==> src/rtl/nav_pwm_pkg.sv <==
// Shared constants and types for the servo PWM output path.
// Contents: clock rate, frame length, modulation sequence length, pulse clamp limits,
//           and the 21-bit pulse-width type used for Pulse and the frame counter.
package nav_pwm_pkg;

    localparam int CLK_RATE      = 100_000_000;
    localparam int FRAME_LEN     = 2_000_000;    // 100 MHz / 50 Hz
    localparam int NUM_STATES    = 24;
    localparam int MIN_PULSE     = 100_000;      // 1.0 ms
    localparam int NEUTRAL_PULSE = 150_000;      // 1.5 ms
    localparam int MAX_PULSE     = 200_000;      // 2.0 ms

    localparam int PW_W = 21;
    typedef logic [PW_W-1:0] pulse_w_t;

endpackage

==> src/rtl/servo_frame_gen.sv <==
// Frame timer and servo pulse generator: runs the servo frame, steps the modulation
// State once per frame at mid-frame, latches and clamps Pulse at each frame boundary,
// and drives the registered ServoOut line and a FrameStart strobe.
// Ports: CLK, RST_N (sync, active-low), Enable, Pulse[20:0] in;
//        State[4:0], ServoOut, FrameStart out (all registered).
module servo_frame_gen #(
    parameter int FRAME_LEN     = nav_pwm_pkg::FRAME_LEN,
    parameter int NUM_STATES    = nav_pwm_pkg::NUM_STATES,
    parameter int MIN_PULSE     = nav_pwm_pkg::MIN_PULSE,
    parameter int NEUTRAL_PULSE = nav_pwm_pkg::NEUTRAL_PULSE,
    parameter int MAX_PULSE     = nav_pwm_pkg::MAX_PULSE,
    parameter int ADV_POINT     = FRAME_LEN / 2
) (
    input  logic                        CLK,
    input  logic                        RST_N,
    input  logic                        Enable,
    input  nav_pwm_pkg::pulse_w_t       Pulse,
    output logic [4:0]                  State,
    output logic                        ServoOut,
    output logic                        FrameStart
);

    typedef nav_pwm_pkg::pulse_w_t pw_t;

    localparam pw_t        LAST_CNT   = pw_t'(FRAME_LEN - 1);
    localparam pw_t        ADV_CNT    = pw_t'(ADV_POINT - 1);
    localparam pw_t        MIN_W      = pw_t'(MIN_PULSE);
    localparam pw_t        NEUTRAL_W  = pw_t'(NEUTRAL_PULSE);
    localparam pw_t        MAX_W      = pw_t'(MAX_PULSE);
    localparam logic [4:0] LAST_STATE = 5'(NUM_STATES - 1);

    function automatic pw_t clamp_pulse(input pw_t p);
        if (p < MIN_W)      return MIN_W;
        else if (p > MAX_W) return MAX_W;
        else                return p;
    endfunction

    pw_t  r_cnt;
    pw_t  r_width_q;
    logic r_first_q;

    logic w_wrap;
    logic w_adv;
    pw_t  w_cnt_nxt;
    pw_t  w_width_nxt;

    always_comb begin
        w_wrap      = (r_cnt == LAST_CNT);
        w_adv       = (r_cnt == ADV_CNT);
        w_cnt_nxt   = w_wrap ? '0 : r_cnt + 1'b1;
        w_width_nxt = r_width_q;
        // Pulse is only looked at on the boundary edge; the first frame after reset
        // and any frame started while disabled run at neutral width.
        if (w_wrap) begin
            if (r_first_q || !Enable) w_width_nxt = NEUTRAL_W;
            else                      w_width_nxt = clamp_pulse(Pulse);
        end
    end

    // Outputs are derived from next-state counter/width so ServoOut rises on the
    // same edge that starts the frame, with no extra pipeline cycle.
    always_ff @(posedge CLK) begin
        if (!RST_N) begin
            r_cnt      <= LAST_CNT;
            r_width_q  <= NEUTRAL_W;
            r_first_q  <= 1'b1;
            State      <= '0;
            ServoOut   <= 1'b0;
            FrameStart <= 1'b0;
        end else begin
            r_cnt      <= w_cnt_nxt;
            r_width_q  <= w_width_nxt;
            if (w_wrap) r_first_q <= 1'b0;
            ServoOut   <= (w_cnt_nxt < w_width_nxt);
            FrameStart <= w_wrap;
            // Advancing at mid-frame keeps State stable across the boundary, giving
            // the downstream decode time to settle Pulse before it is sampled.
            if (w_adv && Enable) begin
                State <= (State == LAST_STATE) ? 5'd0 : State + 5'd1;
            end
        end
    end

endmodule

==> config.mk <==
export PLATFORM = sky130hd
export DESIGN_NAME = servo_frame_gen
export DESIGN_NICKNAME = d
export VERILOG_FILES = /design/src/rtl/nav_pwm_pkg.sv /design/src/rtl/servo_frame_gen.sv
export SDC_FILE = /design/constraint.sdc
export NUM_CORES = 1
export LEC_CHECK = 0
export ABC_AREA = 1
export BUFFER_PORTS_ARGS = -buffer_cell sky130_fd_sc_hd__buf_2
export CAP_MARGIN = 20
export CORE_MARGIN = 1
export CORE_UTILIZATION = 50
export CTS_CLUSTER_DIAMETER = 60
export CTS_CLUSTER_SIZE = 25
export DETAILED_ROUTE_END_ITERATION = 10
export HOLD_SLACK_MARGIN = 0.05
export PLACE_DENSITY = 0.72
export SLEW_MARGIN = 25
export SYNTH_ARGS = -nofsm -noshare
export SYNTH_HDL_FRONTEND = slang
export SYNTH_SLANG_ARGS = --single-unit
==> constraint.sdc <==
create_clock -name CLK -period 2.44 [get_ports CLK]
set_clock_uncertainty 0.05 [all_clocks]
set_input_delay 0.61 -clock CLK [delete_from_list [all_inputs] [get_ports CLK]]
set_output_delay 0.61 -clock CLK [all_outputs]
set_load 0.02 [all_outputs]
==> implementation parameters <==
Parameter                              Value

Floorplanning
  Die outline height    roughly 82 um
  Effective utilization at floorplan    approximately 53%
  Standard-cell row count    28
  Std-Cell Core Area    between 0.006 and 0.007 mm2
  Number of top-level design ports    31
  Die Outline Area    0.00666 mm2
  Overall die width    ~80 um

Worst hold path
  Hold_sp    r_width_q[19]$_SDFF_PN0_
  HP Class    reg2reg

Global route
  Wire length of the first global-routing pass    about 14 mm
  Gr usage total    between 20% and 30%
  Sum of overflow across all layers after global routing    0
  Pin count of the biggest net entering global routing    30
  Initial antenna violation count    0
  Vias in the first global route    approximately 3000

Yosys
  Top cells by area, synth    sky130_fd_sc_hd__dfxtp_1, sky130_fd_sc_hd__nand2_1, sky130_fd_sc_hd__ha_1, sky130_fd_sc_hd__inv_1, sky130_fd_sc_hd__nor2_1
  Yosys warning total    0
  Post-Synth Adder-Cell Area    approximately 8.7%
  EDFF count, synth    0
  Synthesized-area fraction occupied by xor and xnor cells    between 1 and 1.5%
  Main flop type after synthesis    sky130_fd_sc_hd__dfxtp_1
  Number of synthesized register bits    50
  Leading area contributor after synthesis    sky130_fd_sc_hd__dfxtp_1
  Yosys top cell area share    a little under a third
  Leading post-synthesis cells by instance count    sky130_fd_sc_hd__nand2_1, sky130_fd_sc_hd__inv_1, sky130_fd_sc_hd__nor2_1, sky130_fd_sc_hd__dfxtp_1, sky130_fd_sc_hd__nand3_1
  Count leader, synth    sky130_fd_sc_hd__nand2_1
  Main combinational cell family by area after synthesis    simple AND/OR/NAND/NOR gates
  Compound-cell area share of the yosys netlist    between 10% and 20%
  Syn_area_per_cell    about 7 um2
  Share of cell area taken by muxes after synthesis    0%
  Fraction of registers with async set or reset after synthesis    0%
  Nets in the synthesized netlist    between 500 and 600
  Share of synthesized cell area in and, or, nand and nor gates    around 36%
  Number of distinct library cells after synthesis    44
  Seq/Total Area, Yosys    31.6%
  Netlist Area Pre-Place    about 0.0032 mm2
  Post-synthesis cell count    455

STA
  Transition time at the pin with the least slew margin    slightly above 1 ns
  Setup repair after global routing missed its margin    true
  Final worst-path setup slack    -0.149 ns
  Clock period minus final worst setup slack    about 2.6 ns
  Final setup violating endpoints    1
  Count of endpoints failing hold in the final timing report    0
  Share of the clock period used by the worst path    106%
  Worst hold margin    ~0.41 ns
  Max Clk Rate    approximately 0.39 GHz
  Max-Slew Margin vs Limit    between 30% and 40%
  Total count of max-transition violations in the final report    0

Clock network
  CTS tree    done
  Post-CTS Repair Setup Buffers    0
  Total clock buffers created by CTS    5
  CTS Root Buffer Type    sky130_fd_sc_hd__clkbuf_8
  Clock Latency Late Sink    approximately 0.32 ns
  Resized cells post-CTS    2
  CTS max path bufs    2
  Clock slew at the register clock pins of the worst setup and hold paths    ~0.11 ns
  Number of levels the H-tree was split into    2
  Hold bufs inserted after CTS    0
  Number of sinks handled by clock tree synthesis    50

Flow run
  Number of max-cap violations    0

Cells and area
  Final cell count without fillers    640
  Ant diodes    0
  Final cell utilization of the core    roughly 70%
  FILL cells    518
  Final nets    610
  Area added between synthesis and finish    31.1%
  Fraction of final layout cells with drive strength greater than 1    29.6%

Placed design
  Post-place setup slack    -0.334 ns
  Half-perimeter wire length after detailed placement    between 6 and 7 mm
  Placed cells    ~630
  Number of buffers inserted by port buffering    30
  Final weighted congestion in routability-driven placement    between 0.9 and 1

Outcome
  Violations in the final reports    setup timing
  Run status    finished with violations

Pwr
  Leakage power of the design    between 2 and 2.5 nW
  Pwr per Cell Area    roughly 950 mW/mm2
  Largest vdd supply drop    0.495 mV
  Design Power    3.93 mW

Critical path
  Startpoint type of the worst setup path    register
  Classification of the worst setup path    reg2reg
  Arrival time worst endpoint    around 2.8 ns
  CP required    about 2.6 ns
  Highest net fanout along the worst path    5
  Origin of the worst setup path    r_cnt[0]$_SDFF_PN1_
  Origin of the critical flop-to-flop path    r_cnt[0]$_SDFF_PN1_
  Capturing element type of the critical path    register

Route
  Vias after detailed routing    between 3000 and 4000
  Residual antenna-violating net count after detailed routing    0
  Number of optimization iterations in the first detailed-route pass    5
  Drt initial violations    196
  Mean routed wirelength per cell    ~13 um
  Post-detailed-route DRC marker count    0
  Drt total wl    8.51 mm
  Via density per instance    5.10
-- worst max-delay path, stage by stage (launching register included) --
cell and delay (ns):
sky130_fd_sc_hd__dfxtp_2 0.37, sky130_fd_sc_hd__ha_4 0.15, sky130_fd_sc_hd__nand3_4 0.10, sky130_fd_sc_hd__nor2_4 0.10, sky130_fd_sc_hd__nand2_2 0.10, sky130_fd_sc_hd__nor4_4 0.27, sky130_fd_sc_hd__nand2_4 0.16, sky130_fd_sc_hd__nor2_8 0.17
sky130_fd_sc_hd__a22oi_2 0.10, sky130_fd_sc_hd__ha_4 0.29, sky130_fd_sc_hd__nand4_1 0.17, sky130_fd_sc_hd__o221ai_1 0.21, sky130_fd_sc_hd__nand3_1 0.10, sky130_fd_sc_hd__nand3_1 0.10, sky130_fd_sc_hd__a21oi_2 0.04
-- stage by stage --
stage	setup TNS (ns)	area, um2
finish	-0.149	4160
global route	-0.298	4160
CTS	-0.227	4100
detailed placement	-0.334	4000
global placement	-0.275	4000
floorplan	-0.0218	3190
-- path summary, 6_finish.rpt --
check	endpoint	slack (ns)	cells after the start
min reg2reg	r_width_q[19]$_SDFF_PN0_	0.41	2
max	ServoOut$_SDFF_PN0_	-0.15	14
max reg2reg	ServoOut$_SDFF_PN0_	-0.15	14
min	r_width_q[19]$_SDFF_PN0_	0.41	2
-- placed cells by master (no fill, tap or decap), drive strengths merged, types with 2 or more instances in the layout --
master    n
nor2     65
nor4      8
clkbuf    5
nand3b    2
clkinv    4
o21ai    18
dfxtp    50
o22ai     3
ha       22
o21a      2
a22oi     9
nand2   106
nor3     11
inv      72
or2       4
nand4    10
buf     109
a21oi    19
nand3    34
xor2      5
-- registers in the layout, indices dropped and copies added, names as in the netlist --
name	cells
FrameStart	1
ServoOut	1
State	5
r_cnt	21
r_first_q	1
r_width_q	21
-- logic make-up (layout without fill, tap and decap cells) --
logic type | Yosys count | after routing
xor gates and xnor gates | 5 | 5
and+or+nand+nor | 241 | 241
buffers and inverters | 80 | 190
DFF | 50 | 50
adders and majority gates | 22 | 22
AOI/OAI and AO/OA | 57 | 57
-- routing by layer --
layer / track usage, % / up-vias / wire length, um
li1: - / 1703 / -
met2: 47.2 / 62 / 4170
met3: 4.11 / 8 / 349
met5: 0 / - / 0
met4: 6.84 / 0 / 88
met1: 34.5 / 1494 / 3900
-- report_power, final --
part / leakage, nW / internal [mW] / switching (mW) / total, mW
Sequential: 0.405 / 0.953 / 0.0988 / 1.05
Combinational: 1.66 / 1.00 / 1.34 / 2.34
Clock: 0.0502 / 0.213 / 0.326 / 0.539
-- cell type report --
type	instances	area (um2)	area share [%]
inverter	73	280	6.74
sequential	50	1010	24.2
multi-input combinational	325	1940	46.6
clock buffer	5	68.8	1.66
timing repair buffer	109	743	17.9
tap	75	93.8	2.26
clock inverter	3	28.8	0.692
Power figures use the tool's default switching activity.
